$ cat config.mk
export PLATFORM = sky130hd
export DESIGN_NAME = fetch_prefetch_q
export DESIGN_NICKNAME = d
export VERILOG_FILES = /design/src/rtl/fetch_prefetch_q.sv
export SDC_FILE = /design/constraint.sdc
export NUM_CORES = 1
export LEC_CHECK = 0
export ABC_CLOCK_PERIOD_IN_PS = 9400
export CAP_MARGIN = 20
export CORE_MARGIN = 3
export CORE_UTILIZATION = 40
export CTS_BUF_LIST = sky130_fd_sc_hd__clkbuf_4 sky130_fd_sc_hd__clkbuf_8
export DETAILED_ROUTE_END_ITERATION = 16
export GPL_TIMING_DRIVEN = 0
export PLACE_DENSITY = 0.67
export SETUP_SLACK_MARGIN = 0.15
export SYNTH_ARGS = -nofsm -noshare
export SYNTH_HDL_FRONTEND = slang
export SYNTH_SLANG_ARGS = --single-unit
$ cat constraint.sdc
create_clock -name CLK -period 9.4 [get_ports CLK]
set_input_delay 1.88 -clock CLK [delete_from_list [all_inputs] [get_ports CLK]]
set_output_delay 1.88 -clock CLK [all_outputs]
set_load 0.005 [all_outputs]
$ cat src/rtl/fetch_prefetch_q.sv
// AHB-Lite instruction fetch stage: sequential next-PC, pipelined address/data phases,
// a DEPTH-entry prefetch queue and a registered IF/ID output with redirect, stall and error tagging.
module fetch_prefetch_q #(
    parameter int unsigned DEPTH    = 4,
    parameter logic [31:0] RESET_PC = 32'h0000_0000,
    parameter logic [31:0] BUBBLE   = 32'h0000_0000
) (
    input  logic        CLK,
    input  logic        RES,
    input  logic [31:0] HRDATA_I,
    input  logic        HREADY_I,
    input  logic        HRESP_I,
    output logic [31:0] HADDR_I,
    output logic [1:0]  HTRANS_I,
    output logic        HWRITE_I,
    output logic [2:0]  HSIZE_I,
    output logic [2:0]  HBURST_I,
    output logic [3:0]  HPROT_I,
    output logic        HMASTLOCK_I,
    output logic [31:0] HWDATA_I,
    input  logic        redirect,
    input  logic [31:0] redirect_pc,
    input  logic        stall,
    output logic [31:0] IF_ID_pc,
    output logic [31:0] IF_ID_inst,
    output logic        IF_ID_valid,
    output logic        IF_ID_err
);

    localparam int unsigned AW = (DEPTH > 1) ? $clog2(DEPTH) : 1;
    localparam int unsigned CW = AW + 1;
    localparam int unsigned SW = CW + 1;

    typedef enum logic [1:0] {
        HT_IDLE   = 2'b00,
        HT_NONSEQ = 2'b10
    } htrans_e;

    htrans_e     r_htrans;
    logic [31:0] r_haddr;
    logic [31:0] r_pc;
    logic        r_aph_drop;
    logic        r_dph_v;
    logic        r_dph_drop;
    logic [31:0] r_dph_addr;
    logic        r_halt;
    logic        r_pend;
    logic [31:0] r_pend_pc;

    logic [31:0] r_q_pc   [DEPTH];
    logic [31:0] r_q_inst [DEPTH];
    logic        r_q_err  [DEPTH];
    logic [AW-1:0] r_wr;
    logic [AW-1:0] r_rd;
    logic [CW-1:0] r_cnt;

    logic        w_aph_v;
    logic        w_kill;
    logic [31:0] w_target;
    logic        w_push;
    logic        w_pop;
    logic        w_clear;
    logic        w_err_hit;
    logic        w_cancel;
    logic        w_issue;
    logic [1:0]  w_inflight;
    logic [SW-1:0] w_sum;

    assign HADDR_I     = r_haddr;
    assign HTRANS_I    = r_htrans;
    assign HWRITE_I    = 1'b0;
    assign HSIZE_I     = 3'b010;
    assign HBURST_I    = 3'b000;
    assign HPROT_I     = 4'b0011;
    assign HMASTLOCK_I = 1'b0;
    assign HWDATA_I    = '0;

    // A pending (wait-state) redirect behaves like a live one until it is applied.
    always_comb begin
        w_aph_v    = (r_htrans == HT_NONSEQ);
        w_kill     = redirect | r_pend;
        w_target   = redirect ? (redirect_pc & 32'hFFFF_FFFC) : r_pend_pc;
        w_push     = HREADY_I & r_dph_v & ~r_dph_drop & ~w_kill;
        w_clear    = redirect | (HREADY_I & r_pend);
        w_pop      = ~redirect & ~stall & (r_cnt != '0);
        w_err_hit  = r_dph_v & ~r_dph_drop & ~w_kill & HRESP_I;
        w_cancel   = ~HREADY_I & HRESP_I & r_dph_v;
        w_inflight = {1'b0, w_aph_v} + {1'b0, r_dph_v};
        w_sum      = SW'(r_cnt) + SW'(w_inflight);
        w_issue    = ~r_halt & ~w_err_hit & (w_sum < SW'(DEPTH));
    end

    always_ff @(posedge CLK) begin
        if (!RES) begin
            r_pc       <= RESET_PC;
            r_haddr    <= RESET_PC;
            r_htrans   <= HT_IDLE;
            r_aph_drop <= 1'b0;
            r_dph_v    <= 1'b0;
            r_dph_drop <= 1'b0;
            r_dph_addr <= '0;
            r_halt     <= 1'b0;
            r_pend     <= 1'b0;
            r_pend_pc  <= '0;
        end else if (HREADY_I) begin
            r_dph_v    <= w_aph_v;
            r_dph_addr <= r_haddr;
            r_dph_drop <= r_aph_drop | w_kill;
            if (w_kill) begin
                r_pc       <= w_target;
                r_htrans   <= HT_IDLE;
                r_aph_drop <= 1'b0;
                r_halt     <= 1'b0;
                r_pend     <= 1'b0;
            end else if (w_issue) begin
                r_haddr    <= r_pc;
                r_htrans   <= HT_NONSEQ;
                r_pc       <= r_pc + 32'd4;
                r_aph_drop <= 1'b0;
            end else begin
                r_htrans   <= HT_IDLE;
                r_aph_drop <= 1'b0;
                if (w_err_hit) r_halt <= 1'b1;
            end
        end else begin
            if (redirect) begin
                r_pend     <= 1'b1;
                r_pend_pc  <= w_target;
                r_aph_drop <= 1'b1;
                r_dph_drop <= 1'b1;
            end
            // First cycle of a two-cycle error: cancel the queued address phase and
            // rewind pc so that word is refetched if the error belonged to a dropped transfer.
            if (w_cancel) begin
                r_htrans <= HT_IDLE;
                if (w_aph_v && !r_aph_drop && !redirect) r_pc <= r_haddr;
                if (!r_dph_drop && !w_kill) r_halt <= 1'b1;
            end
        end
    end

    always_ff @(posedge CLK) begin
        if (w_push) begin
            r_q_pc[r_wr]   <= r_dph_addr;
            r_q_inst[r_wr] <= HRESP_I ? BUBBLE : HRDATA_I;
            r_q_err[r_wr]  <= HRESP_I;
        end
    end

    always_ff @(posedge CLK) begin
        if (!RES || w_clear) begin
            r_wr  <= '0;
            r_rd  <= '0;
            r_cnt <= '0;
        end else begin
            if (w_push) r_wr <= r_wr + AW'(1);
            if (w_pop)  r_rd <= r_rd + AW'(1);
            case ({w_push, w_pop})
                2'b10:   r_cnt <= r_cnt + CW'(1);
                2'b01:   r_cnt <= r_cnt - CW'(1);
                default: r_cnt <= r_cnt;
            endcase
        end
    end

    always_ff @(posedge CLK) begin
        if (!RES) begin
            IF_ID_pc    <= '0;
            IF_ID_inst  <= BUBBLE;
            IF_ID_valid <= 1'b0;
            IF_ID_err   <= 1'b0;
        end else if (redirect) begin
            IF_ID_inst  <= BUBBLE;
            IF_ID_valid <= 1'b0;
            IF_ID_err   <= 1'b0;
        end else if (!stall) begin
            if (w_pop) begin
                IF_ID_pc    <= r_q_pc[r_rd];
                IF_ID_inst  <= r_q_inst[r_rd];
                IF_ID_valid <= ~r_q_err[r_rd];
                IF_ID_err   <= r_q_err[r_rd];
            end else begin
                IF_ID_inst  <= BUBBLE;
                IF_ID_valid <= 1'b0;
                IF_ID_err   <= 1'b0;
            end
        end
    end

endmodule

; ---- After elaboration in Yosys (flattened, before gate mapping)
; Memories as Yosys holds them, arrays and structs flattened. A register that Yosys moved wholly into a read port is not among the register bits.
; Cells that the tools add are included.
; Widths: inputs -> output; s select.
[totals]
register_bits = 176
latch_bits = 0
mem_bits_rw = 260
mem_bits_ro = 0
inputBits = 70
out_inout_bits = 144
memories = 3
[op_classes]
addsub = 7
multipliers = 0
div = 0
n_lt_le_gt_ge = 1
eq_ne = 7
shift = 0
muxes = 31
bitwise_logic = 25
n_reduce_logical = 24
[memory_table]
columns = memory, depth, width, rd, rd_clocked_by_memory_dff, wr, line_no
row1 = r_q_inst, 4, 32, 1, 1, 1, 51  ; logic [31:0] r_q_inst [DEPTH];
row2 = r_q_pc, 4, 32, 1, 1, 1, 50  ; logic [31:0] r_q_pc [DEPTH];
row3 = r_q_err, 4, 1, 1, 1, 1, 52  ; logic r_q_err [DEPTH];
[ops]
columns = operator, count
row1 = $mux 32, 8
row2 = $add 32x3->32 const B, 1
row3 = $mux 2, 8
row4 = $mux 1, 14
row5 = $and 1x1->1, 13
row6 = $reduce_bool 2->1, 5
row7 = $not 1->1, 9
row8 = $reduce_and 3->1, 3
row9 = $logic_not 1->1, 6
row10 = $ne 3x1->1 const B, 2
row11 = $pmux 3 s2, 1
row12 = $add 2x1->2 const B, 2
row13 = $add 3x2->4, 1
row14 = $eq 2x2->1 const B, 2
row15 = $lt 4x3->1 const B, 1
row16 = $reduce_and 2->1, 2
row17 = $reduce_and 4->1, 1
row18 = $reduce_or 2->1, 2
row19 = $add 3x1->3 const B, 1
row20 = $logic_and 1x1->1, 3
row21 = $ne 3x3->1 const B, 1
row22 = $or 1x1->1, 3
row23 = $reduce_bool 3->1, 1
row24 = $sub 3x1->3 const B, 1
row25 = other kinds (4), 4

; ---- Longest topological paths before layout
; Gate-level depths: netlist of the first run.
[depth]
word_depth = 10
depth_mapped = 11
ltp_nobuf = 9

; ---- Least setup slack after synthesis of the first run
; Ideal clock, no wire load.
[synth_path]
path_kind = input-to-reg
from = input port redirect
to = memory r_q_err[0] (enable)
arrival_ns = 4.543
required_time_ns = 8.970
slack_ns = 4.427
path_stages = 5
path_buffers = 2
cell_sequence = clkbuf_1 or3b_1 buf_2 nor3b_2 and2_1
[synth_between]
elab_chain_cells = 5
[synth_rtl]
columns = item, line_no
row1 = start: declaration, 21  ; input logic redirect,
row2 = $or 1x1->1, 81  ; w_kill = redirect | r_pend;
row3 = $not 1->1, 83  ; w_push = HREADY_I & r_dph_v & ~r_dph_drop & ~w_kill;
row4 = $and 1x1->1, 83
row5 = $mux 1, 143  ; if (w_push) begin
row6 = $mux 1 (not written as such), 146  ; r_q_err[r_wr] <= HRESP_I;
row7 = end: declaration, 52
; No other way between the ends.

; ---- Worst setup path after layout of the first run
[layout_path]
from = input port stall
to = register r_cnt[2]
[layout_between]
elab_chain_cells = 5
[layout_rtl]
columns = item, line_no
row1 = start: declaration, 23  ; input logic stall,
row2 = $not 1->1 (no source line) (*), -
row3 = $and 1x1->1 (*) (2 in a row), 85  ; w_pop = ~redirect & ~stall & (r_cnt != '0);
row4 = net w_pop, 61  ; logic w_pop;
row5 = $eq 2x1->1 / $eq 2x2->1 (equally long branches), 158  ; case ({w_push, w_pop})
row6 = $pmux 3 s2 / $reduce_bool 2->1 (equally long branches), -
row7 = end signal: assignment, 159  ; 2'b10: r_cnt <= r_cnt + CW'(1);
row8 = end signal: assignment, 160  ; 2'b01: r_cnt <= r_cnt - CW'(1);
row9 = end signal: assignment, 161  ; default: r_cnt <= r_cnt;
row10 = end: declaration, 55  ; logic [CW-1:0] r_cnt;
; Mark *: on every way through the listed nets, which the timed path passes. The rest lies on a longest branch.
; A chain may end at the register's enable or synchronous reset.

==> results.cfg, run 1 <==
[status]
result_of_the_run = finished, final reports clean

[synthesis]
synth_seq_area_share_pct = 63.90
post_synth_instance_area_um2 = 18770
synthDistinctLibCells = 64
synth-warning-count = 0
synthesis.area_per_instance_um2 = 12.22
synth-edff-count = 260
syn-instance-count = 1536
synthArstFlopShare_pct = 0
synth-main-ff-cell = sky130_fd_sc_hd__edfxtp_1
yosysTopAreaCellShare_pct = 41.60
synth_most_common_cell = sky130_fd_sc_hd__edfxtp_1
synthDominantAreaCellType = sky130_fd_sc_hd__edfxtp_1
synth_common_cells = sky130_fd_sc_hd__edfxtp_1, sky130_fd_sc_hd__nand2_1, sky130_fd_sc_hd__dfxtp_1
netlist_top_cells_area = sky130_fd_sc_hd__edfxtp_1, sky130_fd_sc_hd__dfxtp_1, sky130_fd_sc_hd__mux4_2
postSynthRegisterBits = 469

[cells_and_area]
finish.cell_count_without_fillers = 2491
final_layout_net_count = 1905
area.growth.synth_to_final_pct = 22.79
final_layout_size_suffix_gt1_share_pct = 14.87

[global_routing]
first_global_vias = 12790
wire_length_of_the_first_global_routing_pass_um = 74260
globalRouteMet1Util_pct = 25.17
use_met3_pct = 4.439
grt.met2_usage_pct = 32.25
busiest_layer = met2
grt_antenna_before_repair = 1
gr-total-overflow = 0
grt_start_max_net_pins = 34
grt_use_total_pct = 19.37

[die]
die_area_um2 = 49550
die_y_um = 222.6
floorplan.die.width_um = 222.6
floorplan.initialDensity_pct = 40.91
design.portCount = 214
core.rowCount = 78
core_um2 = 45870

[detailed_routing]
wl_per_cell_um = 19.62
routed_wirelength_um = 48880
avgViaCountPerCell = 5.221
drt_first_pass_iters = 5
detail-route-antenna-nets = 0
drcViolationCount = 0
drt_iter0_markers = 1110
dr_total_vias = 13010

[worst_setup_path]
critPathLaunchType = input pin
required_ps = 9960
critPathKind = input pin to flip-flop
timing.critical_path.fanout_max = 10
timing.rr.start = r_cnt[1]
startpoint = stall
timing.critical_path.to_type = flip-flop
timing.critical_path.arrival_ps = 4890

[clock_tree]
cts-root-to-sink-buffers = 3
cts.htree.levels = 3
clock_tree_from_tritoncts = yes
cts_made_buffers = 79
cts_root_buf = sky130_fd_sc_hd__clkbuf_8
cts.sink_count = 469
worst_skew_pair.late_latency_ps = 650
cts-resized-gates = 0
cts.repair_timing.setup_buffer_count = 0
cts.reportedPaths.clkPinSlew_ps = 60
cts_hold_buffers = 0

[min_path]
min-delay-path-class = flip-flop to flip-flop
hp-start = r_pend_pc[28]

[placement]
place.gp.congestion = 0.9289
detailed_place_hpwl_um = 34270
port_buffers = 162
placement.setup.worst_slack_ps = 4458
dp_cells = 2345

[power]
overall_power_mw = 4.275
pwr_density_nw_per_um2 = 185.5
peakVddDrop_mv = 0.1040
leakagePower_nw = 7.846

[timing]
worst-slew-pin-transition_ps = 1118
setup_tns_ps = 0
min_period_over_period_pct = 46.12
setup_ws_ps = 5064
setup_viol = 0
final-hold-violation-count = 0
maxClockFrequency_mhz = 230.7
grt_setup_unrepaired = false
slew_violations = 0
fin_skew_ps = 38.52
fin_crit_ps = 4336
slew_headroom_pct = 25.30
holdWs_ps = 453.4

[run]
cap_violations = 0
==> worst max-delay path: stages <==
cell	delay [ps]
sky130_fd_sc_hd__clkbuf_1	230
sky130_fd_sc_hd__or3_1	420
sky130_fd_sc_hd__clkbuf_1	300
sky130_fd_sc_hd__inv_2	220
sky130_fd_sc_hd__clkbuf_1	480
sky130_fd_sc_hd__ha_1	300
sky130_fd_sc_hd__inv_1	60
sky130_fd_sc_hd__fa_1	380
sky130_fd_sc_hd__xor2_1	160
sky130_fd_sc_hd__or3_1	300
sky130_fd_sc_hd__a21oi_1	140
==> registers in the layout (all words and copies together), names as in the netlist, named ones only <==
signal and count:
r_dph_v 1, r_dph_drop 1, r_q_inst 128, r_q_err 4
r_dph_addr 32, r_pend_pc 32, r_cnt 3, HADDR_I 32
IF_ID_err 1, IF_ID_valid 1, IF_ID_inst 32, r_pend 1
r_rd 2, HTRANS_I 1, r_wr 2, r_halt 1
r_pc 32, r_aph_drop 1, r_q_pc 128, IF_ID_pc 32
==> power by group <==
group / internal (mW) / switching (mW) / total, mW
sequential: 2.17 / 0.0220 / 2.20
combinational: 0.0839 / 0.121 / 0.205
clock: 1.05 / 0.822 / 1.87
total: 3.31 / 0.965 / 4.27
==> area by class of cell <==
| class | instances | area [um^2] |
|---|---|---|
| multi-input combinational | 945 | 6132 |
| timing repair buffer | 167 | 1707 |
| buffer | 155 | 777.0 |
| clock inverter | 29 | 239.0 |
| sequential | 469 | 11990 |
| inverter | 10 | 37.54 |
| fill | 4090 | 22820 |
| antenna | 1 | 2.502 |
| clock buffer | 115 | 1408 |
| tap | 600 | 750.7 |
==> stage by stage <==
stage	util, %	cell area, um^2
6_report	50.24	23040
5_1_grt	50.24	23040
4_1_cts	50.22	23040
3_5_place_dp	46.63	21390
3_3_place_gp	46.44	21300
2_1_floorplan	-	18930
==> worst paths after layout <==
check                  endpoint  slack, ps  depth (start not counted)
setup / recovery       r_cnt[2]       5060                         11
setup reg to reg       r_cnt[2]       6180                         11
hold / removal    r_pend_pc[28]        450                          2
hold reg to reg   r_pend_pc[28]        450                          2
==> cells by family (layout without fill, tap and decap cells) <==
family / count (synthesis) / after routing / share of synthesized area (%)
and+or+nand+nor: 510 / 510 / 12.36
DFF: 469 / 469 / 63.90
AOI/OAI and AO/OA: 278 / 278 / 8.941
buffers and inverters: 165 / 476 / 4.340
muxes: 99 / 99 / 9.614
adders and majority gates: 8 / 8 / 0.5734
xor gates and xnor gates: 5 / 5 / 0.2334
other: 2 / 46 / 0.04002
==> layout by cell type, fill, tap and decap left out, drive strengths merged, types with 12 or more instances in the layout <==
cell | synthesis | routed
mux2i | 34 | 34
clkinv | 1 | 20
o211ai | 12 | 12
edfxtp | 260 | 260
clkbuf | 80 | 196
nand2 | 246 | 246
nor2 | 133 | 133
dfxtp | 209 | 209
mux4 | 65 | 65
buf | 75 | 79
o21ai | 34 | 34
a22oi | 33 | 33
a31oi | 38 | 38
inv | 9 | 13
nor2b | 34 | 34
clkdlybuf4s50 | 0 | 162
nand3 | 15 | 15
nand3b | 24 | 24
conb | 2 | 45
a21oi | 124 | 124
==> metal layers <==
| metal | wire length, um | share of wire [%] |
|---|---|---|
| met3 | 2827 | 5.8 |
| met5 | 0 | 0 |
| met1 | 21090 | 43 |
| met2 | 23790 | 49 |
| met4 | 1171 | 2.4 |
No activity file was read; power rests on OpenSTA's default activity.
==> run 2: changes to the inputs <==
--- a/config.mk
+++ b/config.mk
@@ -5,7 +5,7 @@
 export SDC_FILE = /design/constraint.sdc
 export NUM_CORES = 1
 export LEC_CHECK = 0
-export ABC_CLOCK_PERIOD_IN_PS = 9400
+export ABC_CLOCK_PERIOD_IN_PS = 4000
 export CAP_MARGIN = 20
 export CORE_MARGIN = 3
 export CORE_UTILIZATION = 40
==> constraint.sdc (replaced) <==
create_clock -name CLK -period 4 [get_ports CLK]
set_input_delay 0.8 -clock CLK [delete_from_list [all_inputs] [get_ports CLK]]
set_output_delay 0.8 -clock CLK [all_outputs]
set_load 0.005 [all_outputs]
==> results.cfg, run 2 (synthesized netlist as in run 1, its figures left out) <==
[global_routing]
grt_use_total_pct = 19.32
grt_start_max_net_pins = 56
first_global_vias = 12840
wire_length_of_the_first_global_routing_pass_um = 74330
grt_antenna_before_repair = 0
gr-total-overflow = 0

[placement]
dp_cells = 2346
detailed_place_hpwl_um = 34060
place.gp.congestion = 0.9257
port_buffers = 162
placement.setup.worst_slack_ps = 161.3

[power]
pwr_density_nw_per_um2 = 439.1
peakVddDrop_mv = 0.2268
leakagePower_nw = 7.920

[cells_and_area]
insertedDiodeCount = 0
layout_commonest_cell = sky130_fd_sc_hd__edfxtp_1
largest_regs = r_q_inst: 128 flops, r_q_pc: 128 flops
finish.cell_count_without_fillers = 2494
layout.filler_cells = 4020
finish.utilization_pct = 50.46
most-common-layout-cells = sky130_fd_sc_hd__edfxtp_1, sky130_fd_sc_hd__nand2_1, sky130_fd_sc_hd__dfxtp_1, sky130_fd_sc_hd__clkdlybuf4s50_1, sky130_fd_sc_hd__nor2_1
area.growth.synth_to_final_pct = 23.34
final_layout_net_count = 1906
final_layout_size_suffix_gt1_share_pct = 15.31

[min_path]
min-delay-path-class = flip-flop to flip-flop
timing.hold.worst_path_depth = 2
hp-start = IF_ID_pc[18]
worstHoldEndpoint = IF_ID_pc[18]

[worst_setup_path]
required_ps = 4600
reg2regPathDepth = 11
slowest_cell_on_the_critical_path = sky130_fd_sc_hd__clkbuf_1
rrSetupSlack_ps = 830
cp_top_family = buffers and inverters
critPathKind = input pin to flip-flop
max_stage_delay_ps = 460
timing.rr.start = r_cnt[0]
critPathLaunchType = input pin
crit_top_cell = sky130_fd_sc_hd__clkbuf_1
crit_buf_inv = 5
timing.critical_path.to_type = flip-flop
timing.critical_path.fanout_max = 10
worstPathCellList = clkbuf_1 > or3_1 > clkbuf_1 > inv_2 > clkbuf_1 > ha_1 > inv_1 > fa_1 > xor2_1 > or3_1 > a21oi_1
rr_endpoint = r_cnt[2]
timing.critical_path.arrival_ps = 3790

[clock_tree]
worst_skew_pair.late_latency_ps = 670
cts-resized-gates = 0
cts.reportedPaths.clkPinSlew_ps = 60
cts.repair_timing.setup_buffer_count = 0
cts.sink_count = 469
clock_tree_from_tritoncts = yes
cts_root_buf = sky130_fd_sc_hd__clkbuf_8
cts_made_buffers = 79
cts_hold_buffers = 0
cts.htree.levels = 3
cts-root-to-sink-buffers = 3

[detailed_routing]
dr_total_vias = 12930
routed_wirelength_um = 48520
avgViaCountPerCell = 5.184
drt_iter0_markers = 1097
drt_first_pass_iters = 7
wl_per_cell_um = 19.45
drcViolationCount = 0
detail-route-antenna-nets = 0

[die]
die_y_um = 222.6
floorplan.die.width_um = 222.6
floorplan.initialDensity_pct = 40.91
design.portCount = 214
die_area_um2 = 49550
core_um2 = 45870
core.rowCount = 78

[timing]
slew_violations = 0
grt_setup_unrepaired = false
setup_viol = 0
setup_ws_ps = 804.7
fin_skew_ps = 53.38
min_period_over_period_pct = 79.88
maxClockFrequency_mhz = 313.0
fin_crit_ps = 3195
worst-slew-pin-transition_ps = 855.1
slew_headroom_pct = 42.99
final-hold-violation-count = 0

[run]
cap_violations = 0

[status]
result_of_the_run = finished, final reports clean
run 2: changes by cell type in the layout (fill, tap and decap cells not counted), sizes merged:
cell / before / now
diode: 1 / 0
clkinv: 20 / 22
clkbuf: 196 / 200
clkinvlp: 3 / 0
buf: 79 / 80
run 2: how the worst max path moves through the flow:
| stage | startpoint | end | slack (ps) | depth (start not counted) |
|---|---|---|---|---|
| after global placement | redirect | r_q_pc[0][28] | -270 | 5 |
| after detailed placement | redirect | r_cnt[2] | 160 | 11 |
| after floorplan | redirect | r_q_err[0] | 800 | 5 |
| after global routing | r_cnt[0] | r_cnt[2] | 570 | 11 |
| after CTS | r_cnt[0] | r_cnt[2] | 840 | 11 |
| final | redirect | r_cnt[2] | 800 | 11 |
run 2: layout make-up:
type / instances / area [um^2] / share of cell area (%)
Buffer: 155 / 777.0 / 3.357
Clock buffer: 119 / 1463 / 6.319
Clock inverter: 28 / 251.5 / 1.086
Inverter: 10 / 37.54 / 0.1622
Multi-Input combinational cell: 945 / 6132 / 26.49
Sequential cell: 469 / 11990 / 51.81
Tap cell: 600 / 750.7 / 3.243
Timing Repair Buffer: 168 / 1744 / 7.535
run 2: metrics by stage:
| step | TNS (ps) | hold slack, ps | instance area, um^2 | power [mW] |
|---|---|---|---|---|
| 6_report | 0 | 452.9 | 23150 | 10.16 |
| 5_1_grt | 0 | 474.6 | 23150 | 10.53 |
| 4_1_cts | 0 | 455.2 | 23140 | 10.26 |
| 3_5_place_dp | 0 | 448.6 | 21430 | 5.738 |
| 3_3_place_gp | -67170 | 443.8 | 21310 | 5.730 |
| 2_1_floorplan | 0 | 432.3 | 18930 | 5.523 |
run 2: report_power, final:
group	switching, mW	internal [mW]
sequential	0.0527	5.11
clock	1.96	2.56
combinational	0.283	0.198
run 2: tightest hold or removal path, cell delays in order (launching register included):
cell and delay [ps]:
sky130_fd_sc_hd__dfxtp_1 310, sky130_fd_sc_hd__nand2_1 50, sky130_fd_sc_hd__a21oi_1 50
run 2: metal layers:
metal	up-vias	global-route usage, %	part of all wire [%]
met4	0	7.014	2.8
met5	-	0	0
li1	6117	-	-
met1	6262	25.49	43
met3	93	4.241	6.6
met2	456	31.53	48
